`src/rtl/vga_timing_pkg.sv`:
```
// Shared timing constants for the 640x480@60 Hz VGA path, plus the colour
// codes the downstream pattern generator uses. Imported by vga_sync_gen,
// vga_axis_counter and the pattern generator.
//   DEF_*      : default visible / porch / sync widths for each axis
//   H_TOTAL    : pixels per line   (800)
//   V_TOTAL    : lines per frame   (525)
//   CNT_W      : width of the internal h/v counters
//   COL_W/ROW_W: widths of the column/row coordinate outputs
//   COLOR_*    : 12-bit RGB444 colour codes
package vga_timing_pkg;

  localparam int unsigned DEF_H_VISIBLE = 640;
  localparam int unsigned DEF_H_FRONT   = 16;
  localparam int unsigned DEF_H_SYNC    = 96;
  localparam int unsigned DEF_H_BACK    = 48;

  localparam int unsigned DEF_V_VISIBLE = 480;
  localparam int unsigned DEF_V_FRONT   = 10;
  localparam int unsigned DEF_V_SYNC    = 2;
  localparam int unsigned DEF_V_BACK    = 33;

  localparam int unsigned H_TOTAL =
    DEF_H_VISIBLE + DEF_H_FRONT + DEF_H_SYNC + DEF_H_BACK;
  localparam int unsigned V_TOTAL =
    DEF_V_VISIBLE + DEF_V_FRONT + DEF_V_SYNC + DEF_V_BACK;

  localparam int unsigned CNT_W = 10;
  localparam int unsigned COL_W = 10;
  localparam int unsigned ROW_W = 9;
  localparam int unsigned RGB_W = 12;

  localparam logic [RGB_W-1:0] COLOR_BLACK   = 12'h000;
  localparam logic [RGB_W-1:0] COLOR_WHITE   = 12'hFFF;
  localparam logic [RGB_W-1:0] COLOR_RED     = 12'hF00;
  localparam logic [RGB_W-1:0] COLOR_GREEN   = 12'h0F0;
  localparam logic [RGB_W-1:0] COLOR_BLUE    = 12'h00F;
  localparam logic [RGB_W-1:0] COLOR_YELLOW  = 12'hFF0;
  localparam logic [RGB_W-1:0] COLOR_CYAN    = 12'h0FF;
  localparam logic [RGB_W-1:0] COLOR_MAGENTA = 12'hF0F;

  // Total length of one axis from its four segment widths.
  function automatic int unsigned axis_total(
    input int unsigned visible,
    input int unsigned front,
    input int unsigned sync,
    input int unsigned back
  );
    return visible + front + sync + back;
  endfunction

endpackage

```
`src/rtl/vga_axis_counter.sv`:
```
// Wrapping counter for one VGA axis (horizontal pixels or vertical lines).
// Counts 0..TOTAL-1 while en_i is high and decodes position flags from the
// current count.
//   clk_i, rst_ni : clock, asynchronous active-low reset
//   en_i          : advance enable
//   cnt_o         : current count
//   wrap_o        : count is at (or beyond) the last position
//   visible_o     : count is inside the visible segment
//   sync_o        : count is inside the sync pulse
module vga_axis_counter
  import vga_timing_pkg::*;
#(
  parameter int unsigned W          = CNT_W,
  parameter int unsigned TOTAL      = H_TOTAL,
  parameter int unsigned VISIBLE    = DEF_H_VISIBLE,
  parameter int unsigned SYNC_START = DEF_H_VISIBLE + DEF_H_FRONT,
  parameter int unsigned SYNC_LEN   = DEF_H_SYNC
) (
  input  logic         clk_i,
  input  logic         rst_ni,
  input  logic         en_i,
  output logic [W-1:0] cnt_o,
  output logic         wrap_o,
  output logic         visible_o,
  output logic         sync_o
);

  localparam logic [W-1:0] LAST       = W'(TOTAL - 1);
  localparam logic [W-1:0] VIS_END    = W'(VISIBLE);
  localparam logic [W-1:0] SYNC_FIRST = W'(SYNC_START);
  localparam logic [W-1:0] SYNC_LAST  = W'(SYNC_START + SYNC_LEN - 1);

  logic [W-1:0] cnt_d, cnt_q;
  logic         wrap;

  // >= rather than == so an out-of-range count recovers on the next advance.
  assign wrap = (cnt_q >= LAST);

  always_comb begin
    cnt_d = cnt_q;
    if (en_i) begin
      cnt_d = wrap ? '0 : cnt_q + W'(1);
    end
  end

  always_ff @(posedge clk_i or negedge rst_ni) begin
    if (!rst_ni) begin
      cnt_q <= '0;
    end else begin
      cnt_q <= cnt_d;
    end
  end

  assign cnt_o     = cnt_q;
  assign wrap_o    = wrap;
  assign visible_o = (cnt_q < VIS_END);
  assign sync_o    = (cnt_q >= SYNC_FIRST) && (cnt_q <= SYNC_LAST);

endmodule

```
`src/rtl/vga_sync_gen.sv`:
```
// VGA 640x480@60 Hz timing generator. Runs horizontal/vertical counters and
// registers the sync, blanking and coordinate decodes (1 tick latency, all
// outputs aligned).
//   clk_i         : pixel clock (25 MHz; 50 MHz with VGA_PIXEL_DIV_EN)
//   rst_ni        : asynchronous active-low reset
//   hsync_o       : horizontal sync, active level SYNC_POL
//   vsync_o       : vertical sync, active level SYNC_POL
//   video_on_o    : inside the visible window
//   column_o      : pixel column, 0 outside the window
//   row_o         : pixel row, 0 outside the window
//   frame_start_o : one-tick pulse at pixel (0,0)
// Build option: define VGA_PIXEL_DIV_EN to run from a 2x clock; an internal
// toggle makes a pixel tick every second clock.
module vga_sync_gen
  import vga_timing_pkg::*;
#(
  parameter int unsigned H_VISIBLE = DEF_H_VISIBLE,
  parameter int unsigned H_FRONT   = DEF_H_FRONT,
  parameter int unsigned H_SYNC    = DEF_H_SYNC,
  parameter int unsigned H_BACK    = DEF_H_BACK,
  parameter int unsigned V_VISIBLE = DEF_V_VISIBLE,
  parameter int unsigned V_FRONT   = DEF_V_FRONT,
  parameter int unsigned V_SYNC    = DEF_V_SYNC,
  parameter int unsigned V_BACK    = DEF_V_BACK,
  parameter logic        SYNC_POL  = 1'b0
) (
  input  logic             clk_i,
  input  logic             rst_ni,
  output logic             hsync_o,
  output logic             vsync_o,
  output logic             video_on_o,
  output logic [COL_W-1:0] column_o,
  output logic [ROW_W-1:0] row_o,
  output logic             frame_start_o
);

  localparam int unsigned LINE_TOTAL  = axis_total(H_VISIBLE, H_FRONT, H_SYNC, H_BACK);
  localparam int unsigned FRAME_LINES = axis_total(V_VISIBLE, V_FRONT, V_SYNC, V_BACK);

  logic pix_en;

`ifdef VGA_PIXEL_DIV_EN
  logic pix_en_d, pix_en_q;

  assign pix_en_d = ~pix_en_q;

  always_ff @(posedge clk_i or negedge rst_ni) begin
    if (!rst_ni) begin
      pix_en_q <= 1'b0;
    end else begin
      pix_en_q <= pix_en_d;
    end
  end

  assign pix_en = pix_en_q;
`else
  assign pix_en = 1'b1;
`endif

  logic [CNT_W-1:0] h_cnt, v_cnt;
  logic             h_wrap, h_vis, h_sync;
  logic             v_vis, v_sync;
  logic             v_wrap_unused;
  logic             v_msb_unused;

  vga_axis_counter #(
    .W          (CNT_W),
    .TOTAL      (LINE_TOTAL),
    .VISIBLE    (H_VISIBLE),
    .SYNC_START (H_VISIBLE + H_FRONT),
    .SYNC_LEN   (H_SYNC)
  ) u_h_axis (
    .clk_i     (clk_i),
    .rst_ni    (rst_ni),
    .en_i      (pix_en),
    .cnt_o     (h_cnt),
    .wrap_o    (h_wrap),
    .visible_o (h_vis),
    .sync_o    (h_sync)
  );

  vga_axis_counter #(
    .W          (CNT_W),
    .TOTAL      (FRAME_LINES),
    .VISIBLE    (V_VISIBLE),
    .SYNC_START (V_VISIBLE + V_FRONT),
    .SYNC_LEN   (V_SYNC)
  ) u_v_axis (
    .clk_i     (clk_i),
    .rst_ni    (rst_ni),
    .en_i      (pix_en & h_wrap),
    .cnt_o     (v_cnt),
    .wrap_o    (v_wrap_unused),
    .visible_o (v_vis),
    .sync_o    (v_sync)
  );

  // Row MSB only matters outside the visible window, where row_o is forced 0.
  assign v_msb_unused = v_cnt[CNT_W-1];

  logic             hsync_d, hsync_q;
  logic             vsync_d, vsync_q;
  logic             video_on_d, video_on_q;
  logic [COL_W-1:0] column_d, column_q;
  logic [ROW_W-1:0] row_d, row_q;
  logic             frame_start_d, frame_start_q;

  // Output registers hold between pixel ticks so levels stretch with the tick.
  always_comb begin
    hsync_d       = hsync_q;
    vsync_d       = vsync_q;
    video_on_d    = video_on_q;
    column_d      = column_q;
    row_d         = row_q;
    frame_start_d = frame_start_q;
    if (pix_en) begin
      hsync_d       = h_sync ? SYNC_POL : ~SYNC_POL;
      vsync_d       = v_sync ? SYNC_POL : ~SYNC_POL;
      video_on_d    = h_vis & v_vis;
      column_d      = (h_vis & v_vis) ? h_cnt[COL_W-1:0] : '0;
      row_d         = (h_vis & v_vis) ? v_cnt[ROW_W-1:0] : '0;
      frame_start_d = (h_cnt == '0) && (v_cnt == '0);
    end
  end

  always_ff @(posedge clk_i or negedge rst_ni) begin
    if (!rst_ni) begin
      hsync_q       <= ~SYNC_POL;
      vsync_q       <= ~SYNC_POL;
      video_on_q    <= 1'b0;
      column_q      <= '0;
      row_q         <= '0;
      frame_start_q <= 1'b0;
    end else begin
      hsync_q       <= hsync_d;
      vsync_q       <= vsync_d;
      video_on_q    <= video_on_d;
      column_q      <= column_d;
      row_q         <= row_d;
      frame_start_q <= frame_start_d;
    end
  end

  assign hsync_o       = hsync_q;
  assign vsync_o       = vsync_q;
  assign video_on_o    = video_on_q;
  assign column_o      = column_q;
  assign row_o         = row_q;
  assign frame_start_o = frame_start_q;

endmodule

```
`config.mk`:
```
export PLATFORM = sky130hd
export DESIGN_NAME = vga_sync_gen
export DESIGN_NICKNAME = d
export VERILOG_FILES = /design/src/rtl/vga_timing_pkg.sv /design/src/rtl/vga_axis_counter.sv /design/src/rtl/vga_sync_gen.sv
export SDC_FILE = /design/constraint.sdc
export NUM_CORES = 1
export LEC_CHECK = 0
export ABC_AREA = 0
export BUFFER_PORTS_ARGS = -buffer_cell sky130_fd_sc_hd__buf_2
export CAP_MARGIN = 20
export CORE_ASPECT_RATIO = 1.75
export CORE_MARGIN = 3
export CORE_UTILIZATION = 45
export DETAILED_ROUTE_END_ITERATION = 10
export SYNTH_ARGS = -nofsm -noshare
export SYNTH_HDL_FRONTEND = slang
export SYNTH_SLANG_ARGS = --single-unit
```
`constraint.sdc`:
```
create_clock -name clk_i -period 2.8 [get_ports clk_i]
set_clock_uncertainty 0.05 [all_clocks]
set_input_delay 0.42 -clock clk_i [delete_from_list [all_inputs] [get_ports clk_i]]
set_output_delay 0.42 -clock clk_i [all_outputs]
set_load 0.03 [all_outputs]
```
Word-level counts from Yosys, hierarchy flattened
Index checks and enable logic that the tools add are counted.
{ "totals": {"out_inout_bits": 23, "elab_cells": 30, "reg_bits": 43} }
{ "classes": {"n_reduce_logical": 5, "addsub": 2, "n_bitwise": 1, "magnitude_cmp": 8, "mux": 6} }
{ "op_table": {"columns": ["cell", "count"], "rows": [
  ["10-bit greater-or-equal comparator (second input constant)", 3],
  ["10-bit two-way mux", 3],
  ["10-bit by 1-bit adder with 10-bit output (second input constant)", 2],
  ["10-bit logical NOT", 2],
  ["10-bit by 9-bit greater-or-equal comparator with 1-bit output (second input constant)", 1],
  ["10-bit <= comparator (second input constant)", 1],
  ["10-bit by 9-bit <= comparator with 1-bit output (second input constant)", 1],
  ["10-bit < comparator (second input constant)", 1],
  ["10-bit by 9-bit < comparator with 1-bit output (second input constant)", 1],
  ["9-bit two-way mux", 1],
  ["1-bit logical AND", 3],
  ["1-bit two-way mux", 2],
  ["1-bit AND", 1]
]} }

Depth between registers and ports, before layout
Gate-level depths: netlist (run 1).
{ "depth": {"ltp_word": 3, "ltp_mapped": 6, "mapped_depth_nobuf": 5} }

Modules after synthesis
A second synthesis (run 1) with hierarchy kept.
{ "hier_totals": {"hier_cells": 185, "hier_area_um2": 2013.2} }
{ "modules_own_cells": {"columns": ["module", "cells_each", "n_inst", "area_per_inst_um2"], "rows": [
  ["vga_sync_gen", 58, 1, 775.7],
  ["vga_axis_counter (u_h_axis)", 67, 1, 659.4],
  ["vga_axis_counter (u_v_axis)", 60, 1, 578.1]
]} }

Least setup slack after synthesis (run 1)
Ideal clock, no wire load.
{ "synth_path": {"path_kind": "register to register", "start": "register u_h_axis.cnt_q[0], in the netlist u_h_axis.cnt_o[0]", "end": "register u_v_axis.cnt_q[0], in the netlist u_v_axis.cnt_o[0]", "arrival_time_ns": 1.407, "stages_incl_launch_ff": 6, "period_less_slack_ns": 1.584, "setup_slack_ns": 1.216, "path_cell_list": "dfrtp_1 > ha_1 > nand4_1 > a21o_1 > nor2_8 > mux2_1"} }
{ "synth_via": {"elab_chain_len": 1} }
{ "synth_lines": {"columns": ["element", "line_no", "text"], "rows": [
  ["from (decl)", "vga_axis_counter.sv:33", "logic [W-1:0] cnt_d, cnt_q;"],
  ["from (signal assigned)", "vga_axis_counter.sv:50", "cnt_q <= cnt_d;"],
  ["10-bit greater-or-equal comparator", "vga_axis_counter.sv:37", "assign wrap = (cnt_q >= LAST);"],
  ["to (signal assigned)", "vga_axis_counter.sv:50", null],
  ["to (decl)", "vga_axis_counter.sv:33", null]
]} }
Every way passes these cells.
A chain may end at the register's enable or synchronous reset.

Worst setup path after layout (run 1)
{ "layout_path": {"start": "register u_h_axis.cnt_q[0], in the netlist u_h_axis.cnt_o[0]", "end": "register u_v_axis.cnt_q[2], in the netlist u_v_axis.cnt_o[2]"} }
The elaborated chain is that of the path after synthesis.

==> results.ini, run 1 <==
[die]
start_util_pct = 47.5
die_x_um = 54.8
rows = 30
die_area_um2 = 5000
pin_count = 25
core_um2 = 3940
die_h_um = 91.3

[final_layout]
nNetsFinal = 194
diodes = 0
syn_to_final_growth_pct = 13.5
stdcell_area_um2 = 2120
drive_above_1_share_pct = 22.2
instances_no_fill = 237

[yosys]
yosys_most_used_dff = dfrtp_1
synth_top_cell_area_share_pct = 54.8
syn_area_um2 = 1870
netlist_instances = 167
synth_area_leader_cell = dfrtp_1
synth_edf_count = 0
syn_nets = 173
postSynth.asyncResetShare_pct = 100
post-synth-top-count-cell = dfrtp_1
ys_seq_area_share_pct = 57.6
yosys_warnings = 0
synth.cells.most_frequent = 41 x dfrtp_1, 16 x nor2_1, 14 x and2_1
synth_area_leaders = dfrtp_1 55%, and2_1 4.7%, a22o_1 3.3%
ys_ff_latch = 43
yosys.cell_types.count = 36
postSynthAreaPerCell_um2 = 11.2

[power_and_ir_drop]
leakage_nw = 1.03
total_power_mw = 1.12
ir_drop_v = 0.000299
p_per_area_nw_per_um2 = 527

[worst_setup_path]
cp-start-kind = flip-flop
path_class = flip-flop to flip-flop
crit_arrival_ns = 2.12
crit_path_top_delay_cell = a21oi_2
critPathCaptureType = flip-flop
crit_fanout = 16
critPathMaxStageDelay_ns = 0.62
crit_chain = ha_1 -> nand4_1 -> a21oi_2 -> o21ai_1 -> a22o_1
path_buf_inv = 0
path_delay_family = compound AO/OA/AOI/OAI gates
worstPathRequired_ns = 2.93

[sta]
slew_violations = 0
fin_crit_sh_pct = 71.1
tightest_slew_ns = 0.920
fin_crit_ns = 1.99
hold-worst-slack_ns = 0.213
slew-limit-headroom_pct = 38.6
rsz0062_at_grt = false
tns_ns = 0
fmax_mhz = 502
setup_viol = 0
hold_violations = 0

[clock_network]
clk_latency_ns = 0.29
cts_sinks = 43
holdBufCountCts = 0
cts_buffers = 5
cts_setup_buffers = 0
htreeDepth = 2
cts_root_buffer = clkbuf_8
ctsLongestPathBuffers = 2
clkSlewWorstSetupHoldPaths_ns = 0.08
cts_tree = yes
cts_resized = 0

[detailed_routing]
wl_per_cell_um = 15.2
viasPerCell = 5.58
vias = 1323
firstDrtPassIters = 4
drc = 0
drtIter0Drc = 23
ant_nets = 0
wl_um = 3600

[run_status]
status = completed

[min_path]
hold_path_class = primary input to async pin

[place]
gp_congestion = 0.870
dp_hpwl_um = 2490
postPlaceCellArea_um2 = 2010
dp.cells = 229
numPortBuffers = 24

[global_routing]
grt_antenna_before_repair = 0
grt_max_degree = 44
grt_pass1_vias = 1344
grt_overflow = 0
grt_pass1_wl_um = 6250
grtUsageTotal_pct = 17.2

[job]
cap_violations = 0

## worst register-to-register path, cell delays in order, from the launching register on
cell,delay (ns)
dfrtp_1,0.41
ha_1,0.22
nand4_1,0.18
a21oi_2,0.62
o21ai_1,0.15
a22o_1,0.26
## logic make-up after synthesis
logic type,count (synthesis),share of synthesized area (%)
compound gates,24,9.36
xor+xnor,7,3.28
fa+ha+maj,4,2.67
buf+inv,15,3.41
flops,43,57.6
mux,1,0.602
simple gates,73,23.1
## state kept, by name, indices dropped and copies added, names as in the netlist
name and flops:
column_o 10, u_h_axis.cnt_o 10, u_v_axis.cnt_o 10, row_o 9, frame_start_o 1, hsync_o 1
video_on_o 1, vsync_o 1
## through the flow
step | setup WS [ns] | utilization (%)
floorplan | 1.22 | -
global placement | 0.938 | 50.9
detailed placement | 0.840 | 50.9
CTS | 0.823 | 53.9
global route | 0.605 | 53.9
finish | 0.809 | 53.9
## routing by layer
layer,vias to the layer above,routed length (µm),global-route usage [%]
li1,622,-,-
met4,0,82,9.15
met1,657,1460,20.6
met3,8,164,3.45
met5,-,0,0
met2,36,1890,27.4
## cell usage in the layout (no fill, tap or decap), types with 6 or more instances in the layout
cell type / n
a22o_1: 7
and2_1: 14
buf_2: 24
clkbuf_8: 6
dfrtp_1: 41
nand3_1: 7
nor2_1: 16
nor4_1: 6
o21ai_1: 6
## area by class of cell
type	count	area [µm²]
fill	365	1820
sequential	43	1080
multi-input combinational	109	729
timing repair buffer	24	120
clock buffer	6	82.6
tap	48	60.1
clock inverter	2	35.0
inverter	5	18.8
## power by group
part / total, mW / leakage (nW) / internal, mW / switching (mW)
Sequential: 0.621 / 0.565 / 0.621 / 0
Combinational: 0.0117 / 0.402 / 0.000505 / 0.0112
Clock: 0.487 / 0.0612 / 0.288 / 0.199
## worst paths after layout
kind / start / to / slack [ns] / depth (start not counted)
worst max-delay path: u_h_axis.cnt_o[0] / u_v_axis.cnt_o[2] / 0.81 / 5
worst min register to register: u_h_axis.cnt_o[0] / u_h_axis.cnt_o[0] / 0.47 / 1
worst min-delay path: rst_ni / row_o[2] / 0.21 / 1
min in group clk_i: u_h_axis.cnt_o[0] / u_h_axis.cnt_o[0] / 0.47 / 1
worst max register to register: u_h_axis.cnt_o[0] / u_v_axis.cnt_o[2] / 0.81 / 5
max in group asynchronous: rst_ni / u_v_axis.cnt_o[2] / 1.92 / 1
No activity file was read; power rests on OpenSTA's default activity.
==> run 2, diff against run 1 <==
--- a/config.mk
+++ b/config.mk
@@ -5,13 +5,14 @@
 export SDC_FILE = /design/constraint.sdc
 export NUM_CORES = 1
 export LEC_CHECK = 0
-export ABC_AREA = 0
+export ABC_AREA = 1
 export BUFFER_PORTS_ARGS = -buffer_cell sky130_fd_sc_hd__buf_2
 export CAP_MARGIN = 20
 export CORE_ASPECT_RATIO = 1.75
 export CORE_MARGIN = 3
 export CORE_UTILIZATION = 45
 export DETAILED_ROUTE_END_ITERATION = 10
+export PLACE_DENSITY = 0.67
 export SYNTH_ARGS = -nofsm -noshare
 export SYNTH_HDL_FRONTEND = slang
 export SYNTH_SLANG_ARGS = --single-unit
==> constraint.sdc (replaced) <==
create_clock -name clk_i -period 1.8 [get_ports clk_i]
set_clock_uncertainty 0.05 [all_clocks]
set_input_delay 0.27 -clock clk_i [delete_from_list [all_inputs] [get_ports clk_i]]
set_output_delay 0.27 -clock clk_i [all_outputs]
set_load 0.03 [all_outputs]
==> results.ini, run 2 <==
[final_layout]
syn_to_final_growth_pct = 13.3  ; was 13.5%
nNetsFinal = 263  ; was 194
diodes = 0  ; unchanged
final_common_cell = nor2_1  ; was dfrtp_1
layout_common_cells = 50 x nor2_1, 44 x nand2_1, 41 x dfrtp_1  ; was 41 x dfrtp_1, 24 x buf_2, 16 x nor2_1
regArea_um2 = 1080  ; unchanged
drive_above_1_share_pct = 19.4  ; was 22.2%
final_util_pct = 53.7  ; was 53.9%
n_fill_cell = 419  ; was 365
multi_input_area_um2 = 752  ; was 729 µm²

[yosys]
netlist_instances = 229  ; was 167
postSynthAreaPerCell_um2 = 8.68  ; was 11.2 µm²
postSynth.asyncResetShare_pct = 100  ; unchanged
ys_seq_area_share_pct = 54.3  ; was 57.6%
post-synth-top-count-cell = nor2_1  ; was dfrtp_1
synth_area_leader_cell = dfrtp_1  ; unchanged
synth.cells.most_frequent = 50 x nor2_1, 44 x nand2_1, 41 x dfrtp_1  ; was 41 x dfrtp_1, 16 x nor2_1, 14 x and2_1
yosys.cell_types.count = 27  ; was 36
syn_area_um2 = 1990  ; was 1870 µm²
synth_top_cell_area_share_pct = 51.6  ; was 54.8%
yosys_warnings = 0  ; unchanged
yosys_most_used_dff = dfrtp_1  ; unchanged
synth_area_leaders = dfrtp_1 52%, nor2_1 9.4%, nand2_1 8.3%  ; was dfrtp_1 55%, and2_1 4.7%, a22o_1 3.3%
ys_ff_latch = 43  ; unchanged
synth_edf_count = 0  ; unchanged
syn_nets = 235  ; was 173

[die]
die_x_um = 56.2  ; was 54.8 µm
die_h_um = 93.9  ; was 91.3 µm
pin_count = 25  ; unchanged
start_util_pct = 47.4  ; was 47.5%
die_area_um2 = 5280  ; was 5000 µm²
core_um2 = 4190  ; was 3940 µm²
rows = 31  ; was 30

[place]
gp_congestion = 0.862  ; was 0.870
dp_hpwl_um = 3020  ; was 2490 µm
numPortBuffers = 24  ; unchanged

[worst_setup_path]
crit_chain = ha_1 -> nand2_2 -> nor2_4 -> nor2_4 -> nor2_8 -> nand3_1 -> o21ai_1  ; was ha_1 -> nand4_1 -> a21oi_2 -> o21ai_1 -> a22o_1
startpoint = u_h_axis.cnt_o[0]  ; unchanged
crit_path_top_delay_cell = dfrtp_1  ; was a21oi_2
path_class = flip-flop to flip-flop  ; unchanged
critPathCaptureType = flip-flop  ; unchanged
timing.rr.start = u_h_axis.cnt_o[0]  ; unchanged
path_delay_family = simple AND/OR/NAND/NOR gates  ; was compound AO/OA/AOI/OAI gates
cpMostUsedCell = nor2_4
cp-start-kind = flip-flop  ; unchanged
critPathMaxStageDelay_ns = 0.39  ; was 0.62 ns
crit_arrival_ns = 1.70  ; was 2.12 ns
crit_fanout = 22  ; was 16
worstPathRequired_ns = 1.98  ; was 2.93 ns
cp.depth = 7  ; was 5
r2r_slack_ns = 0.28  ; was 0.81 ns
reg2regPathDepth = 7  ; was 5
path_buf_inv = 0  ; unchanged
regToRegEndpoint = u_v_axis.cnt_o[2]  ; unchanged

[sta]
slew-limit-headroom_pct = 68.4  ; was 38.6%
fin_crit_sh_pct = 84.6  ; was 71.1%
slew_violations = 0  ; unchanged
rsz0062_at_grt = false  ; unchanged
hold_violations = 0  ; unchanged
fmax_mhz = 657  ; was 502 MHz
hold-worst-slack_ns = 0.407  ; was 0.213 ns
tightest_slew_ns = 0.474  ; was 0.920 ns
fin_crit_ns = 1.52  ; was 1.99 ns
tns_ns = 0  ; unchanged
setup_viol = 0  ; unchanged

[run_status]
status = completed  ; unchanged

[clock_network]
cts_tree = yes  ; unchanged
cts_resized = 0  ; unchanged
clkSlewWorstSetupHoldPaths_ns = 0.08  ; about the same
cts_buffers = 5  ; unchanged
htreeDepth = 2  ; unchanged
clk_latency_ns = 0.29  ; about the same
cts_root_buffer = clkbuf_8  ; unchanged
ctsLongestPathBuffers = 2  ; unchanged
cts_sinks = 43  ; unchanged

[detailed_routing]
drtIter0Drc = 29  ; was 23
ant_nets = 0  ; unchanged
drc = 0  ; unchanged
viasPerCell = 4.96  ; was 5.58
firstDrtPassIters = 4  ; unchanged
wl_um = 3930  ; was 3600 µm
vias = 1523  ; was 1323
wl_per_cell_um = 12.8  ; was 15.2 µm

[power_and_ir_drop]
p_int_mw = 1.24  ; was 0.910 mW
clock_power_share_pct = 37.6  ; was 43.5%
ir_drop_v = 0.000494  ; was 0.000299 V
leakage_nw = 1.13  ; was 1.03 nW
switching_power_mw = 0.345  ; was 0.210 mW
comb_power_share_pct = 1.5  ; was 1.0%
switching_share_pct = 21.7  ; was 18.7%
seq_power_share_pct = 60.9  ; was 55.4%
p_per_area_nw_per_um2 = 705  ; was 527 nW/µm²
total_power_mw = 1.59  ; was 1.12 mW

[global_routing]
grt_pass1_wl_um = 6960  ; was 6250 µm
met3_usage_pct = 3.16  ; was 3.45%
top_usage_layer = met2  ; unchanged
grt_pass1_vias = 1583  ; was 1344
grt_use_met2_pct = 32.2  ; was 27.4%
grtUsageTotal_pct = 17.3  ; was 17.2%
grt_max_degree = 23  ; was 44
grt_overflow = 0  ; unchanged
grtUsageMet1_pct = 17.2  ; was 20.6%
grt_antenna_before_repair = 0  ; unchanged

[min_path]
hold_path_class = primary input to async pin  ; unchanged

[job]
cap_violations = 0  ; unchanged

## run 2: cell types whose count changed after synthesis, moves of 4 or more
cell / change
a22o_1: -7
and2_1: -14
and3_1: -5
clkbuf_1: -4
inv_1: +24
nand2_1: +40
nand2_2: +4
nand3_1: +6
nor2_1: +34
nor4_1: -5
xnor2_1: -4
## run 2: cells by family (layout without fill, tap and decap cells)
| kind of cell | after synthesis | in the layout | share of synthesized area [%] |
|---|---|---|---|
| simple gates | 128 | 128 | 29.5 |
| flops | 43 | 43 | 54.3 |
| buf+inv | 36 | 65 | 7.87 |
| compound gates | 15 | 15 | 4.53 |
| fa+ha+maj | 4 | 4 | 2.52 |
| xor+xnor | 3 | 3 | 1.32 |
## run 2: per-stage QoR
step                instances  setup WS, ns  cell area (µm²)
global placement          298         0.324             2160
global route              307         0.107             2250
floorplan                 229         0.453             1990
detailed placement        298         0.274             2160
CTS                       307         0.251             2250
finish                    307         0.277             2250
## run 2: layer usage
layer	part of all wire [%]	vias up
met2	58	21
li1	-	760
met4	3.4	0
met3	2.4	10
met5	0	-
met1	37	732
## run 2: timing repair
item                                   in CTS  in global routing
hold buffers                                1                  0
endpoints found under the hold margin      19                  0
buffers inserted                            0                  0
## run 2: layout make-up
cell class / instances / share of cell area, %
sequential: 43 / 47.9
multi-input combinational: 150 / 33.4
timing repair buffer: 28 / 7.34
inverter: 29 / 4.84
clock buffer: 6 / 3.22
tap: 49 / 2.72
clock inverter: 2 / 0.556
## run 2: worst max-delay path by stage
stage                             end  slack [ns]
floorplan           u_v_axis.cnt_o[0]        0.45
global placement    u_v_axis.cnt_o[8]        0.32
detailed placement  u_v_axis.cnt_o[2]        0.27
CTS                 u_v_axis.cnt_o[2]        0.25
global route        u_v_axis.cnt_o[6]        0.11
finish              u_v_axis.cnt_o[2]        0.28
## run 2: power by group through the flow
stage	sequential, mW	combinational (mW)	clock [mW]
finish	0.965	0.0238	0.597
global route	0.965	0.0290	0.654
CTS	0.965	0.0255	0.616
detailed placement	0.984	0.0239	0
global placement	0.984	0.0232	0
floorplan	0.985	0.000000425	0
==> run 3, diff against run 2 <==
--- a/config.mk
+++ b/config.mk
@@ -5,7 +5,7 @@
 export SDC_FILE = /design/constraint.sdc
 export NUM_CORES = 1
 export LEC_CHECK = 0
-export ABC_AREA = 1
+export ABC_AREA = 0
 export BUFFER_PORTS_ARGS = -buffer_cell sky130_fd_sc_hd__buf_2
 export CAP_MARGIN = 20
 export CORE_ASPECT_RATIO = 1.75
==> constraint.sdc (replaced) <==
create_clock -name clk_i -period 1.39 [get_ports clk_i]
set_clock_uncertainty 0.05 [all_clocks]
set_input_delay 0.2085 -clock clk_i [delete_from_list [all_inputs] [get_ports clk_i]]
set_output_delay 0.2085 -clock clk_i [all_outputs]
set_load 0.03 [all_outputs]
==> results.ini, run 3 (synthesized netlist as in run 1, its figures left out) <==
[sta]
slew_violations = 0  ; unchanged
fin_ws_ns = -0.297  ; was 0.277 ns
hold-worst-slack_ns = 0.357  ; was 0.407 ns
rsz0062_at_grt = true  ; was false
tightest_slew_ns = 0.302  ; was 0.474 ns
fin_crit_sh_pct = 121  ; was 84.6%
fmax_mhz = 593  ; was 657 MHz
setup_viol = 22  ; was 0
hold_violations = 0  ; unchanged
fin_crit_ns = 1.69  ; was 1.52 ns
slew-limit-headroom_pct = 79.9  ; was 68.4%

[power_and_ir_drop]
leakage_nw = 1.27  ; was 1.13 nW
switching_power_mw = 0.455  ; was 0.345 mW
clock_power_share_pct = 47.2  ; was 37.6%
switching_share_pct = 18.7  ; was 21.7%
comb_power_share_pct = 1.4  ; was 1.5%
ir_drop_v = 0.000842  ; was 0.000494 V
p_int_mw = 1.97  ; was 1.24 mW
p_per_area_nw_per_um2 = 936  ; was 705 nW/µm²
total_power_mw = 2.43  ; was 1.59 mW
seq_power_share_pct = 51.4  ; was 60.9%

[worst_setup_path]
crit_chain = ha_2 -> nand3_2 -> buf_4 -> nor2_1 -> o21ai_1 -> a22o_1  ; was ha_1 -> nand2_2 -> nor2_4 -> nor2_4 -> nor2_8 -> nand3_1 -> o21ai_1
path_delay_family = flip-flops  ; was simple AND/OR/NAND/NOR gates
cp-start-kind = flip-flop  ; unchanged
crit_arrival_ns = 1.83  ; was 1.70 ns
critPathCaptureType = flip-flop  ; unchanged
crit_path_top_delay_cell = dfrtp_1  ; unchanged
path_class = flip-flop to flip-flop  ; unchanged
worstPathRequired_ns = 1.53  ; was 1.98 ns
crit_fanout = 4  ; was 22
critPathMaxStageDelay_ns = 0.40  ; was 0.39 ns
path_buf_inv = 1  ; was 0

[detailed_routing]
drtIter0Drc = 50  ; was 29
firstDrtPassIters = 4  ; unchanged
ant_nets = 0  ; unchanged
viasPerCell = 5.32  ; was 4.96
wl_um = 4700  ; was 3930 µm
drc = 0  ; unchanged
wl_per_cell_um = 16.9  ; was 12.8 µm
vias = 1479  ; was 1523

[place]
dp.cells = 267  ; was 298
dp_slack_ns = -0.204  ; was 0.274 ns
numPortBuffers = 24  ; unchanged
dp_hpwl_um = 3080  ; was 3020 µm
postPlaceCellArea_um2 = 2310  ; was 2160 µm²
gp_congestion = 0.803  ; was 0.862

[clock_network]
cts_sinks = 43  ; unchanged
ctsLongestPathBuffers = 2  ; unchanged
cts_root_buffer = clkbuf_8  ; unchanged
cts_buffers = 5  ; unchanged
cts_tree = yes  ; unchanged
htreeDepth = 2  ; unchanged
clkSlewWorstSetupHoldPaths_ns = 0.08  ; about the same
clk_latency_ns = 0.30  ; was 0.29 ns

[run_status]
status = finished with violations  ; was completed
violations = negative setup slack

[min_path]
hold_path_class = primary input to async pin  ; unchanged

[final_layout]
instances_no_fill = 278  ; was 307
nNetsFinal = 235  ; was 263
layout_common_cells = 40 x dfrtp_1, 32 x buf_4, 24 x buf_2  ; was 50 x nor2_1, 44 x nand2_1, 41 x dfrtp_1
syn_to_final_growth_pct = 38.7  ; was 13.3%
stdcell_area_um2 = 2600  ; was 2250 µm²
diodes = 0  ; unchanged
final_common_cell = dfrtp_1  ; was nor2_1
drive_above_1_share_pct = 43.0  ; was 19.4%

[die]
rows = 30  ; was 31
die_h_um = 91.3  ; was 93.9 µm
start_util_pct = 47.5  ; was 47.4%
pin_count = 25  ; unchanged
die_x_um = 54.8  ; was 56.2 µm
die_area_um2 = 5000  ; was 5280 µm²
core_um2 = 3940  ; was 4190 µm²

[global_routing]
grt_antenna_before_repair = 0  ; unchanged
grt_overflow = 0  ; unchanged
grt_max_degree = 44  ; was 23
grt_pass1_wl_um = 7550  ; was 6960 µm
grt_pass1_vias = 1581  ; was 1583
grtUsageTotal_pct = 20.7  ; was 17.3%

[job]
cap_violations = 0  ; unchanged

run 3: layout make-up:
class | instances | area, µm²
multi-input combinational | 109 | 832
inverter | 5 | 18.8
clock inverter | 3 | 67.6
timing repair buffer | 65 | 469
fill | 303 | 1350
sequential | 43 | 1080
tap | 48 | 60.1
clock buffer | 5 | 68.8
run 3: worst paths after layout:
kind / from / end / slack (ns) / cells after the start
min: rst_ni / u_v_axis.cnt_o[2] / 0.36 / 3
max: u_v_axis.cnt_o[0] / u_v_axis.cnt_o[8] / -0.30 / 6
min reg2reg: u_h_axis.cnt_o[0] / u_h_axis.cnt_o[0] / 0.51 / 2
max reg2reg: u_v_axis.cnt_o[0] / u_v_axis.cnt_o[8] / -0.30 / 6
max in group asynchronous: rst_ni / hsync_o / 0.66 / 3
min in group clk_i: u_h_axis.cnt_o[0] / u_h_axis.cnt_o[0] / 0.51 / 2
run 3: worst reg2reg max path, cell delays in order (launching register included):
cell and delay [ns]:
dfrtp_1 0.40, ha_2 0.26, nand3_2 0.15, buf_4 0.20, nor2_1 0.18, o21ai_1 0.11, a22o_1 0.23
run 3: power groups by stage:
| stage | Clock (mW) | Sequential, mW | Combinational [mW] |
|---|---|---|---|
| detailed placement | 0 | 1.27 | 0.0327 |
| global route | 1.21 | 1.25 | 0.0379 |
| finish | 1.15 | 1.25 | 0.0330 |
| global placement | 0 | 1.27 | 0.0316 |
| floorplan | 0 | 1.28 | 0.000000328 |
| CTS | 1.16 | 1.25 | 0.0349 |
run 3: stage by stage:
stage	setup TNS [ns]	util [%]
final	-4.46	65.9
after global routing	-6.46	65.9
after CTS	-3.01	64.3
after detailed placement	-2.68	58.7
after global placement	-1.76	58.7
after floorplan	-1.31	-
run 3: layer usage:
layer  part of all wire, %  track usage [%]
met3                   2.9             4.11
met1                    38             23.9
met2                    57             35.2
met4                   2.3             8.32
met5                     0                0
run 3: what timing repair did:
action	CTS	global route
gates cloned	0	0
hold buffers	1	0
gates resized for setup	21	9
pin swaps	11	8
setup buffers	1	2
hold endpoints to repair	41	0
endpoints found under the setup margin	36	39
